## config.mk

```make
export PLATFORM = sky130hd
export DESIGN_NAME = rom_upload_arbiter
export DESIGN_NICKNAME = d
export VERILOG_FILES = /design/src/rtl/rom_arb_pkg.sv /design/src/rtl/rom_arb_fifo.sv /design/src/rtl/rom_upload_arbiter.sv
export SDC_FILE = /design/constraint.sdc
export NUM_CORES = 1
export LEC_CHECK = 0
export ABC_CLOCK_PERIOD_IN_PS = 2600
export CORE_ASPECT_RATIO = 1.75
export CORE_UTILIZATION = 40
export DETAILED_ROUTE_END_ITERATION = 12
export PLACE_DENSITY = 0.63
export SETUP_SLACK_MARGIN = 0.05
export SYNTH_ARGS = -nofsm -noshare
export SYNTH_HDL_FRONTEND = slang
export SYNTH_SLANG_ARGS = --single-unit
```

## constraint.sdc

```tcl
create_clock -name clk_sys -period 2.6 [get_ports clk_sys]
set_input_delay 0.26 -clock clk_sys [delete_from_list [all_inputs] [get_ports clk_sys]]
set_output_delay 0.26 -clock clk_sys [all_outputs]
set_load 0.01 [all_outputs]
```

## src/rtl/rom_arb_pkg.sv

```systemverilog
// Shared types for the ROM upload arbiter: queued SDRAM write entries,
// byte-enable encodings and issuer states.
package rom_arb_pkg;

    localparam int WR_ADDR_W = 22;

    localparam logic [1:0] DS_LO   = 2'b01;
    localparam logic [1:0] DS_HI   = 2'b10;
    localparam logic [1:0] DS_BOTH = 2'b11;

    typedef struct packed {
        logic [WR_ADDR_W-1:0] addr;
        logic [1:0]           ds;
        logic [15:0]          data;
    } wr_entry_t;

    typedef enum logic {ST_IDLE, ST_WAIT} arb_state_t;

    // Unused byte lanes of an entry are always zero, so both lanes can be summed blindly.
    function automatic logic [8:0] entry_byte_sum(input wr_entry_t e);
        return {1'b0, e.data[15:8]} + {1'b0, e.data[7:0]};
    endfunction

endpackage

```

## src/rtl/rom_arb_fifo.sv

```systemverilog
// Synchronous write-entry queue; a push into a full queue is accepted when a pop
// happens in the same cycle.
module rom_arb_fifo
    import rom_arb_pkg::*;
#(
    parameter int DEPTH = 4
) (
    input  logic      clk_sys,
    input  logic      reset_n,
    input  logic      push,
    input  wr_entry_t push_data,
    input  logic      pop,
    output wr_entry_t head,
    output logic      full,
    output logic      empty
);

    localparam int AW = $clog2(DEPTH);

    logic [AW-1:0] wr_ptr;
    logic [AW-1:0] rd_ptr;
    logic [AW:0]   count;
    wr_entry_t     mem [DEPTH];

    logic do_push;
    logic do_pop;

    assign full    = (count == (AW+1)'(DEPTH));
    assign empty   = (count == '0);
    assign do_push = push && (!full || pop);
    assign do_pop  = pop && !empty;
    assign head    = mem[rd_ptr];

    // NOTE: sequential state uses non-blocking assignments so every flop samples pre-edge values.
    always_ff @(posedge clk_sys or negedge reset_n) begin
        if (!reset_n) begin
            wr_ptr <= '0;
            rd_ptr <= '0;
            count  <= '0;
        end else begin
            if (do_push) wr_ptr <= wr_ptr + AW'(1);
            if (do_pop)  rd_ptr <= rd_ptr + AW'(1);
            case ({do_push, do_pop})
                2'b10:   count <= count + (AW+1)'(1);
                2'b01:   count <= count - (AW+1)'(1);
                default: count <= count;
            endcase
        end
    end

    // NOTE: storage is not reset; the count guards it, and leaving it unreset keeps it RAM-mappable.
    always_ff @(posedge clk_sys) begin
        if (do_push) mem[wr_ptr] <= push_data;
    end

endmodule

```

## src/rtl/rom_upload_arbiter.sv

```systemverilog
// Packs ioctl ROM bytes into 16-bit SDRAM port-1 writes and parks the CPU port during download.
// Optional feature macro ROM_CHECKSUM_EN adds a running byte checksum output.
module rom_upload_arbiter
    import rom_arb_pkg::*;
#(
    parameter int          FIFO_DEPTH  = 4,
    parameter int          ADDR_W      = WR_ADDR_W,
    parameter logic [16:0] PARK_ADDR   = 17'h1ffff,
    parameter int          ACK_TIMEOUT = 255
) (
    input  logic              clk_sys,
    input  logic              reset_n,
    input  logic              dl_active,
    input  logic              dl_wr,
    input  logic [ADDR_W:0]   dl_addr,
    input  logic [7:0]        dl_data,
    output logic              sd_req,
    input  logic              sd_ack,
    output logic [ADDR_W-1:0] sd_addr,
    output logic [1:0]        sd_ds,
    output logic [15:0]       sd_d,
    output logic              sd_we,
    input  logic [14:0]       cpu_addr,
    output logic [7:0]        cpu_data,
    output logic [16:0]       sd_cpu_addr,
    input  logic [15:0]       sd_cpu_q,
    output logic              busy,
    output logic              done,
    output logic              err_ovf,
    output logic              err_tmo
`ifdef ROM_CHECKSUM_EN
    ,
    output logic [15:0]       checksum
`endif
);

    localparam int TMO_W = $clog2(ACK_TIMEOUT + 1);

    arb_state_t           state;
    logic [TMO_W-1:0]     tmo_cnt;
    logic                 dl_active_q;
    logic                 flush_q;
    logic                 pend_valid;
    logic                 pend_lane;
    logic [WR_ADDR_W-1:0] pend_word;
    logic [7:0]           pend_data;

    logic                 rise;
    logic                 wr_ok;
    logic                 pair;
    logic [WR_ADDR_W-1:0] word_new;
    logic                 push;
    wr_entry_t            push_entry;
    wr_entry_t            pend_entry;
    wr_entry_t            head;
    logic                 fifo_full;
    logic                 fifo_empty;
    logic                 pop;
    logic                 tmo_hit;
    logic                 drop;
    logic                 busy_clear;

    assign rise     = dl_active && !dl_active_q;
    // Bytes strobed on the cycle dl_active drops still belong to the download.
    assign wr_ok    = dl_wr && (dl_active || dl_active_q);
    assign word_new = WR_ADDR_W'(dl_addr[ADDR_W:1]);
    assign pair     = pend_valid && !pend_lane && dl_addr[0] && (word_new == pend_word);
    assign tmo_hit  = (tmo_cnt == TMO_W'(ACK_TIMEOUT - 1));
    assign pop      = (state == ST_WAIT) && ((sd_ack == sd_req) || tmo_hit);
    assign drop     = push && fifo_full && !pop;

    assign busy_clear = busy && !dl_active && !dl_active_q && !flush_q && !pend_valid
                      && fifo_empty && (state == ST_IDLE);

    assign sd_we       = busy;
    assign sd_cpu_addr = busy ? PARK_ADDR : {3'b000, cpu_addr[14:1]};
    assign cpu_data    = cpu_addr[0] ? sd_cpu_q[15:8] : sd_cpu_q[7:0];

    // NOTE: every combinationally driven signal gets a default first so no latch is inferred.
    always_comb begin
        pend_entry.addr = pend_word;
        pend_entry.ds   = pend_lane ? DS_HI : DS_LO;
        pend_entry.data = pend_lane ? {pend_data, 8'h00} : {8'h00, pend_data};
        push            = 1'b0;
        push_entry      = pend_entry;
        if (wr_ok && pair) begin
            push            = 1'b1;
            push_entry.ds   = DS_BOTH;
            push_entry.data = {dl_data, pend_data};
        end else if ((wr_ok || flush_q) && pend_valid) begin
            push = 1'b1;
        end
    end

    always_ff @(posedge clk_sys or negedge reset_n) begin
        if (!reset_n) begin
            dl_active_q <= 1'b0;
            flush_q     <= 1'b0;
            pend_valid  <= 1'b0;
            pend_lane   <= 1'b0;
            pend_word   <= '0;
            pend_data   <= '0;
            busy        <= 1'b0;
            done        <= 1'b0;
            err_ovf     <= 1'b0;
        end else begin
            dl_active_q <= dl_active;
            flush_q     <= dl_active_q && !dl_active;
            done        <= 1'b0;
            if (wr_ok) begin
                pend_valid <= !pair;
                pend_lane  <= dl_addr[0];
                pend_word  <= word_new;
                pend_data  <= dl_data;
            end else if (flush_q) begin
                pend_valid <= 1'b0;
            end
            if (rise) begin
                busy    <= 1'b1;
                err_ovf <= 1'b0;
            end else begin
                if (drop) err_ovf <= 1'b1;
                if (busy_clear) begin
                    busy <= 1'b0;
                    done <= 1'b1;
                end
            end
        end
    end

    rom_arb_fifo #(.DEPTH(FIFO_DEPTH)) u_fifo (
        .clk_sys   (clk_sys),
        .reset_n   (reset_n),
        .push      (push),
        .push_data (push_entry),
        .pop       (pop),
        .head      (head),
        .full      (fifo_full),
        .empty     (fifo_empty)
    );

    // The head stays queued while in flight so sd_addr/ds/d remain stable through WAIT.
    always_ff @(posedge clk_sys or negedge reset_n) begin
        if (!reset_n) begin
            state   <= ST_IDLE;
            sd_req  <= 1'b0;
            sd_addr <= '0;
            sd_ds   <= '0;
            sd_d    <= '0;
            tmo_cnt <= '0;
            err_tmo <= 1'b0;
        end else begin
            if (rise) err_tmo <= 1'b0;
            case (state)
                ST_IDLE: begin
                    if (!fifo_empty) begin
                        sd_addr <= ADDR_W'(head.addr);
                        sd_ds   <= head.ds;
                        sd_d    <= head.data;
                        sd_req  <= !sd_req;
                        tmo_cnt <= '0;
                        state   <= ST_WAIT;
                    end
                end
                ST_WAIT: begin
                    if (sd_ack == sd_req) begin
                        state <= ST_IDLE;
                    end else if (tmo_hit) begin
                        err_tmo <= 1'b1;
                        sd_req  <= sd_ack;
                        state   <= ST_IDLE;
                    end else begin
                        tmo_cnt <= tmo_cnt + TMO_W'(1);
                    end
                end
                default: state <= ST_IDLE;
            endcase
        end
    end

`ifdef ROM_CHECKSUM_EN
    // Bytes are counted when strobed and backed out again if their entry is later dropped.
    always_ff @(posedge clk_sys or negedge reset_n) begin
        if (!reset_n) begin
            checksum <= '0;
        end else if (rise) begin
            checksum <= '0;
        end else if (busy) begin
            checksum <= checksum + (wr_ok ? {8'h00, dl_data} : 16'h0000)
                                 - (drop ? {7'h00, entry_byte_sum(push_entry)} : 16'h0000);
        end
    end
`endif

endmodule

```

=== After elaboration in Yosys (flattened, before gate mapping) ===
Memories as Yosys holds them, arrays and structs flattened. A register that Yosys moved wholly into a read port is not among the register bits.
Index checks and enable logic that the tools add are counted.

* Input bits: 67
* Output and inout port bits: 71
* Bits in writable memories: 160
* Register bits: 55
* Memories: 1

{| class="wikitable"
|+ Memories
! memory !! words !! width !! rd ports !! clocked after Yosys merged registers in !! write ports !! line !! source
|-
| u_fifo.mem || 4 || 40 || 1 || 1 || 1 || rom_arb_fifo.sv:23 || <nowiki>wr_entry_t mem [DEPTH];</nowiki>
|}

* Add/sub/neg operators: 5
* Mux-type cells: 34
* Reductions and logical operators: 42
* Equality and inequality tests: 10
* Bitwise gates (word level): 2

{| class="wikitable"
|+ Operators with widths
! cell !! number
|-
| $mux 8 || 4
|-
| $eq 22x22->1 || 1
|-
| $mux 1 || 22
|-
| $logic_and 1x1->1 || 19
|-
| $mux 18 || 1
|-
| $mux 17 || 1
|-
| $mux 16 || 1
|-
| $pmux 8 s2 || 1
|-
| $logic_not 1->1 || 11
|-
| $add 8x1->8 const B || 1
|-
| $eq 8x8->1 const B || 1
|-
| $reduce_bool 2->1 || 4
|-
| $ne 2x2->1 const B || 3
|-
| $pmux 3 s2 || 1
|-
| $reduce_and 3->1 || 2
|-
| $add 2x1->2 const B || 2
|-
| $logic_or 1x1->1 || 4
|-
| $pmux 1 s2 || 2
|-
| $add 3x1->3 const B || 1
|-
| $eq 3x3->1 const B || 1
|-
| $logic_not 3->1 || 1
|-
| $sub 3x1->3 const B || 1
|-
| $eq 2x1->1 const B || 1
|-
| $eq 2x2->1 const B || 1
|-
| 5 further kinds || 6
|}

=== Depth between registers and ports, before layout ===
Gate-level depths: netlist of the first run.

* Depth after elaboration: 10
* Gate-level depth with buffers: 12

=== Hierarchy ===
A second synthesis of the first run with hierarchy kept.

* Cells, all modules: 709
* Area total of the unflattened synthesis: 10254.8 um^2

{| class="wikitable"
|+ By module, submodules not included
! module !! times used !! area an instance (um^2) !! seq. area each (um^2) !! cells each
|-
| rom_arb_fifo || 1 || 6188.4 || 4979.8 || 248
|-
| rom_upload_arbiter || 1 || 4066.4 || 2202.1 || 461
|}

=== Worst setup path after synthesis of the first run ===
Ideal clock, no wire load.

* Path type: reg2reg
* Start point: reg tmo_cnt[0]
* End point: mem u_fifo.mem[2][0] (netlist name), enable pin
* Period minus slack after synthesis: 2.671 ns
* Stages on the path, launching flop included: 7
* Setup slack: -0.071 ns
* Setup time: 0.401 ns
* Data arrival time: 2.269 ns
* Data required time: 2.199 ns
* Path buffers: 0
* Cells stage by stage: dfrtp_1 > inv_1 > ha_1 > nand3_1 > o2111a_1 > nor3_4 > and2_1

* Word-level cells in the longest chain between the ends: 7

{| class="wikitable"
|+ Ends and longest elaborated chain
! element !! line !! source
|-
| from (decl) || rom_upload_arbiter.sv:40 || <nowiki>logic [TMO_W-1:0] tmo_cnt;</nowiki>
|-
| from (signal assigned) || rom_upload_arbiter.sv:173 || <nowiki>tmo_cnt <= tmo_cnt + TMO_W'(1);</nowiki>
|-
| $eq 8x8->1 || rom_upload_arbiter.sv:68 || <nowiki>assign tmo_hit = (tmo_cnt == TMO_W'(ACK_TIMEOUT - 1));</nowiki>
|-
| $logic_or 1x1->1 || rom_upload_arbiter.sv:69 || <nowiki>assign pop = (state == ST_WAIT) && ((sd_ack == sd_req) || tmo_hit);</nowiki>
|-
| $logic_and 1x1->1 || rom_upload_arbiter.sv:69 ||
|-
| $logic_or 1x1->1 || rom_arb_fifo.sv:30 || <nowiki>assign do_push = push && (!full || pop);</nowiki>
|-
| $logic_and 1x1->1 || rom_arb_fifo.sv:30 ||
|-
| $mux 1 || rom_arb_fifo.sv:53 || <nowiki>if (do_push) mem[wr_ptr] <= push_data;</nowiki>
|-
| $mux 1 (implied by the code) || rom_arb_fifo.sv:53 ||
|-
| to (decl) || rom_arb_fifo.sv:23 ||
|}

No other way between the ends.

=== Worst setup path after layout of the first run ===
* Start point: reg tmo_cnt[0]
* End point: reg u_fifo.count[2]

{| class="wikitable"
|+ RTL lines
! element !! line !! source
|-
| $eq 8x8->1 (*) || rom_upload_arbiter.sv:68 ||
|-
| $logic_or 1x1->1 (*) || rom_upload_arbiter.sv:69 ||
|-
| $logic_and 1x1->1 (*) || rom_upload_arbiter.sv:69 ||
|-
| $logic_and 1x1->1 (*) || rom_arb_fifo.sv:31 || <nowiki>assign do_pop = pop && !empty;</nowiki>
|-
| via u_fifo.do_pop || rom_arb_fifo.sv:26 || <nowiki>logic do_pop;</nowiki>
|-
| $eq 2x1->1 / $eq 2x2->1 (equally long branches) || rom_arb_fifo.sv:43 || <nowiki>case ({do_push, do_pop})</nowiki>
|-
| $pmux 3 s2 / $reduce_bool 2->1 (equally long branches) || - ||
|-
| to (signal assigned) || rom_arb_fifo.sv:44 || <nowiki>2'b10: count <= count + (AW+1)'(1);</nowiki>
|-
| to (signal assigned) || rom_arb_fifo.sv:45 || <nowiki>2'b01: count <= count - (AW+1)'(1);</nowiki>
|-
| to (signal assigned) || rom_arb_fifo.sv:46 || <nowiki>default: count <= count;</nowiki>
|-
| to (decl) || rom_arb_fifo.sv:22 || <nowiki>logic [AW:0] count;</nowiki>
|}

The timed path passes the listed nets; every way through them passes the cells marked *.
A chain may end at the register's enable or synchronous reset.

==> reports/qor.yml, run 1 <==
yosys:
  synthTopCellsByCount: "211 x nand2_1, 160 x edfxtp_1, 95 x dfrtp_1, 40 x mux4_2, 24 x xor2_1"
  async_reset_ff_share_pct: 37.3
  synthCells: 718
  ys_types: 48
  syn_area_um2: 10300
  yosysMostFrequentCell: "nand2_1"
  synth_top_area_share_pct: 46.6
  synth_enable_flop_cells: 160
  ys_warn_count: 0
  ys.flop_type: "edfxtp_1"
  synth_area_leaders: "edfxtp_1 47%, dfrtp_1 23%, mux4_2 8.7%"
  yosys_register_bits: 255
  synth-seq-area-share_pct: 69.7
  syn-num-nets: 793
  yosysTopAreaCell: "edfxtp_1"
  syn_avg_cell_area_um2: 14.3
placed_design:
  place_inst: 1170
  place.gp.congestion: 0.804
  hpwl_mm: 15.4
  port_buffers: 137
  place_worst_setup_slack_ns: 0.0601
worst_setup_path:
  critPathMaxFanout: 6
  crit_chain: "inv_1 > ha_1 > nand3_2 > o21ai_2 > and3_2 > ha_1 > inv_1 > fa_1 > xor2_1 > nor2_1 > xor2_1"
  critPathArrivalTime_ns: 2.83
  r2r_slack_ns: 0.22
  r2r_end: "u_fifo.count[2]"
  rr_worst_depth: 11
  cp-end-kind: "flop"
  cp_slowest_cell: "dfrtp_2"
  cp.required_ns: 3.04
  cp_slowest_stage_delay_ns: 0.44
  cp_top_family: "adder cells"
  reg2reg_from: "tmo_cnt[0]"
  crit_type: "reg2reg"
  critical_path_buf_inv_count: 2
  worst_setup_path_start_kind: "flop"
global_routing:
  grt_pass1_vias: 6457
  grt_max_degree: 59
  antenna_found_initial: 0
  track_usage_pct: 18.3
  grt-ovfl-total: 0
  grt_pass1_wl_mm: 36.0
clocking:
  cts_buffers: 24
  clkTransAtPathRegs_ns: 0.06
  cts_tree: "built"
  cts_max_path_buffers: 3
  cts_sinks: 255
  root_buffer: "clkbuf_16"
  clock_latency_ns: 0.53
  cts.htree.levels: 1
  post_cts_buffers: 0
sta:
  max_freq_ghz: 0.420
  tns_ns: 0
  slew_viol_final: 0
  clock_skew_ns: 0.0149
  fin_crit_ns: 2.38
  hold_viol: 0
  worst_slack_ns: 0.218
  maxSlewHeadroom_pct: 58.4
  setup_viol: 0
  rsz0062_at_grt: "no"
  fin_crit_sh_pct: 91.6
  worstMarginPinSlew_ns: 0.624
finish:
  stdcell_count: 1215
  syn_to_final_growth_pct: 28.0
  drive_gt1_share_pct: 16.8
  num_antenna_cells: 0
  fin_util_pct: 52.3
  nNetsFinal: 956
  fillers: 2204
power_and_ir_drop:
  total_power_uw: 13900
  leakagePower_uw: 0.00515
  power_density_nw_per_um2: 1060
  peakVddDrop_mv: 0.550
route:
  first_pass_iters: 4
  ant_nets: 0
  drc_errors: 0
  drtIter0Drc: 357
  wl_per_cell_um: 18.7
  viasPerCell: 5.05
  num_vias: 6138
  routed_wl_mm: 22.7
die:
  placementRows: 77
  start_util_pct: 40.8
  die_w_um: 123
  coreArea_um2: 25200
  dieArea_um2: 26400
  die_h_um: 214
  top_level_ports: 138
outcome:
  status: "completed"
worst_hold_path:
  hold_path.class: "in2async"
flow_run:
  maxCapViolations: 0
## report_power, final
part           leakage (µW)  total, µW  switching (µW)  internal [µW]
Clock              0.000404       3730            1500           2230
Sequential          0.00265       5860             518           5340
Combinational       0.00209       4340            2200           2140
## sequential cells by signal, summed over array words and instances (netlist names), 2 cells and up
signal and cells:
pend_data 8, tmo_cnt 8, sd_ds 2, u_fifo.wr_ptr 2, u_fifo.rd_ptr 2, u_fifo.mem 160, u_fifo.count 3, sd_d 16
pend_word 22, sd_addr 22
## placed cells by master, fill, tap and decap left out, types with 3 or more instances in the layout
cell,netlist,routed
mux4_2,40,40
nor3_1,3,3
and2_2,0,4
mux2_2,9,9
clkbuf_1,20,5
edfxtp_1,160,160
o21ai_0,16,15
nor2_1,8,7
clkbuf_16,0,25
o211ai_1,3,3
buf_12,0,12
nor4_1,5,5
bufinv_16,0,4
clkinv_1,0,3
xor2_1,24,24
or2_2,14,14
nand3_1,6,5
xnor2_1,7,7
o31ai_1,8,8
nand4_1,4,4
nor2b_1,12,12
nand2_1,211,211
ha_1,7,7
buf_4,4,23
a21oi_1,3,3
dfrtp_1,95,93
inv_1,17,17
clkdlybuf4s50_1,0,136
## metal layers
metal	share of wire (%)	vias up	routed length (µm)	GRT usage [%]
met4	2.8	0	634	6.91
met5	0	-	0	0
met3	4.2	36	944	2.18
met2	56	156	12700	34.0
met1	37	3078	8480	20.8
li1	-	2868	-	-
## repair_timing
item | CTS | global route
endpoints found under the setup margin | 0 | 1
hold buffers | 1 | 0
endpoints found under the hold margin | 37 | 0
gates resized for setup | 0 | 2
## area by class of cell
class / count / area (µm²) / share of cell area, %
repair buffers: 172 / 1780 / 13.5
multi-input cells: 411 / 2920 / 22.1
well taps: 316 / 395 / 3.00
flip-flops and latches: 255 / 7180 / 54.5
clock buffers: 32 / 672 / 5.09
clock inverters: 12 / 171 / 1.30
inverters: 17 / 63.8 / 0.484
## through the flow
step,cell area [µm²],hold slack (ns)
after floorplan,10300,-0.0356
after global placement,12300,0.285
after detailed placement,12300,0.290
after CTS,13200,0.286
after global routing,13200,0.319
final,13200,0.277
## cells by family after synthesis
family	synth area share (%)
simple gates	11.8
flops	69.7
buf+inv	2.13
mux	9.92
compound gates	2.59
xor+xnor	2.79
fa+ha+maj	1.04
## how the worst max path moves through the flow
stage | startpoint | to | slack (ns) | cells after the start
after global placement | sd_ack | u_fifo.count[2] | 0.09 | 11
after CTS | tmo_cnt[0] | u_fifo.count[2] | 0.13 | 11
after floorplan | tmo_cnt[0] | u_fifo.count[2] | 0.25 | 11
after global routing | tmo_cnt[0] | u_fifo.count[2] | 0.08 | 11
final | tmo_cnt[0] | u_fifo.count[2] | 0.22 | 11
after detailed placement | sd_ack | u_fifo.count[2] | 0.06 | 11
(Power assumes the default switching activity.)
==> inputs of run 2 (changes only) <==
--- a/config.mk
+++ b/config.mk
@@ -10,7 +10,6 @@
 export CORE_UTILIZATION = 40
 export DETAILED_ROUTE_END_ITERATION = 12
 export PLACE_DENSITY = 0.63
-export SETUP_SLACK_MARGIN = 0.05
 export SYNTH_ARGS = -nofsm -noshare
 export SYNTH_HDL_FRONTEND = slang
 export SYNTH_SLANG_ARGS = --single-unit
==> reports/qor.yml, run 2 (same netlist as run 1, synthesis figures left out) <==
sta:
  rsz0062_at_grt: "no"
  max_freq_ghz: 0.418  # -0.47%
  setup_viol: 0  # unchanged
  tns_ns: 0  # unchanged
  clock_skew_ns: 0.0149  # unchanged
  fin_crit_ns: 2.39  # +0.0111 ns
  fin_crit_sh_pct: 92.1  # +0.43 points
  slew_viol_final: 0  # unchanged
  worstMarginPinSlew_ns: 0.624  # unchanged
  maxSlewHeadroom_pct: 58.4  # unchanged
  hold_viol: 0  # unchanged
finish:
  fin_util_pct: 52.2  # about the same
  final_cell_mix: "211 x nand2_1, 160 x edfxtp_1, 136 x clkdlybuf4s50_1, 94 x dfrtp_1, 40 x mux4_2"
  drive_gt1_share_pct: 16.7  # -0.11 points
  final_common_cell: "nand2_1"
  top_regs: "u_fifo.mem (160), pend_word (22), sd_addr (22)"
  num_antenna_cells: 0  # unchanged
  design_area_um2: 13200  # about the same
  regMostFlops: "u_fifo.mem"
  syn_to_final_growth_pct: 28.0  # about the same
  largest_reg_flops: 160  # unchanged
  nNetsFinal: 956  # unchanged
route:
  drc_errors: 0  # unchanged
  viasPerCell: 5.05  # unchanged
  num_vias: 6138  # unchanged
  ant_nets: 0  # unchanged
  wl_per_cell_um: 18.7  # unchanged
  drtIter0Drc: 357  # unchanged
  routed_wl_mm: 22.7  # unchanged
  first_pass_iters: 4  # unchanged
clocking:
  cts_max_path_buffers: 3  # unchanged
  clock_latency_ns: 0.53  # about the same
  cts_buffers: 24  # unchanged
  post_cts_buffers: 0  # unchanged
  clkTransAtPathRegs_ns: 0.06  # about the same
  root_buffer: "clkbuf_16"
  cts.htree.levels: 1  # unchanged
  cts_sinks: 255  # unchanged
  cts_tree: "built"
global_routing:
  track_usage_pct: 18.3  # unchanged
  antenna_found_initial: 0  # unchanged
  grt-ovfl-total: 0  # unchanged
  grt_max_degree: 59  # unchanged
  grt_pass1_wl_mm: 36.0  # unchanged
  grt_pass1_vias: 6457  # unchanged
flow_run:
  maxCapViolations: 0  # unchanged
power_and_ir_drop:
  leakagePower_uw: 0.00515  # about the same
  peakVddDrop_mv: 0.550  # unchanged
  power_density_nw_per_um2: 1060  # about the same
worst_setup_path:
  cp_slowest_stage_delay_ns: 0.44  # about the same
  r2r_end: "u_fifo.count[2]"
  cp_slowest_cell: "dfrtp_1"
  worst_setup_path_start_kind: "flop"
  r2r_slack_ns: 0.21  # about the same
  critical_path_buf_inv_count: 2  # unchanged
  crit_type: "reg2reg"
  crit_chain: "inv_1 > ha_1 > nand3_2 > o21ai_2 > and3_2 > ha_1 > inv_1 > fa_1 > xor2_1 > nor2_1 > xor2_1"
  reg2reg_from: "tmo_cnt[0]"
  cp-end-kind: "flop"
  cp_top_family: "adder cells"
  cp.required_ns: 3.04  # about the same
  critPathMaxFanout: 6  # unchanged
  rr_worst_depth: 11  # unchanged
  critPathArrivalTime_ns: 2.84  # about the same
placed_design:
  port_buffers: 137  # unchanged
  place.gp.congestion: 0.804  # unchanged
  place_area_um2: 12300  # unchanged
  hpwl_mm: 15.4  # unchanged
die:
  die_w_um: 123  # unchanged
  placementRows: 77  # unchanged
  die_h_um: 214  # unchanged
  dieArea_um2: 26400  # unchanged
  start_util_pct: 40.8  # unchanged
  top_level_ports: 138  # unchanged
  coreArea_um2: 25200  # unchanged
worst_hold_path:
  hold_path.class: "in2async"
outcome:
  status: "completed"
## run 2: cell types whose count changed in the layout (fill, tap and decap cells not counted)
cell     before  now
dfrtp_1      93   94
dfrtp_2       2    1
## run 2: through the flow
step / worst slack [ns] / hold WS [ns] / std cells / total power [µW]
after floorplan: 0.249 / -0.0356 / 718 / 8320
after global placement: 0.0857 / 0.285 / 1170 / 10300
after detailed placement: 0.0601 / 0.290 / 1170 / 10400
after CTS: 0.134 / 0.286 / 1215 / 14200
after global routing: 0.0638 / 0.319 / 1215 / 14700
final: 0.207 / 0.277 / 1215 / 13900
## run 2: worst max-delay path by stage
stage / end / slack, ns / start / cells after the start
after floorplan: u_fifo.count[2] / 0.25 / tmo_cnt[0] / 11
after global placement: u_fifo.count[2] / 0.09 / sd_ack / 11
after detailed placement: u_fifo.count[2] / 0.06 / sd_ack / 11
after CTS: u_fifo.count[2] / 0.13 / tmo_cnt[0] / 11
after global routing: u_fifo.count[2] / 0.06 / tmo_cnt[0] / 11
final: u_fifo.count[2] / 0.21 / tmo_cnt[0] / 11
## run 2: cell type report
| type | count | area (µm²) |
|---|---|---|
| Fill cell | 2203 | 12100 |
| Sequential cell | 255 | 7180 |
| Multi-Input combinational cell | 411 | 2920 |
| Timing Repair Buffer | 172 | 1780 |
| Clock buffer | 32 | 672 |
| Tap cell | 316 | 395 |
| Clock inverter | 12 | 171 |
| Inverter | 17 | 63.8 |
## run 2: power by group
group          switching [µW]  internal (µW)  total (µW)
clock                    1500           2230        3730
combinational            2200           2140        4340
sequential                518           5340        5860
## run 2: timing repair
item                                   4_1_cts  5_1_grt
resized for setup                            0        1
endpoints found under the hold margin       37        0
setup endpoints to repair                    0        1
hold buffers                                 1        0
## run 2: metal layers
layer	global-route usage [%]	share of wire (%)	vias up
met2	34.0	56	156
met4	6.91	2.8	0
met1	20.8	37	3078
met3	2.18	4.2	36
li1	-	-	2868
met5	0	0	-
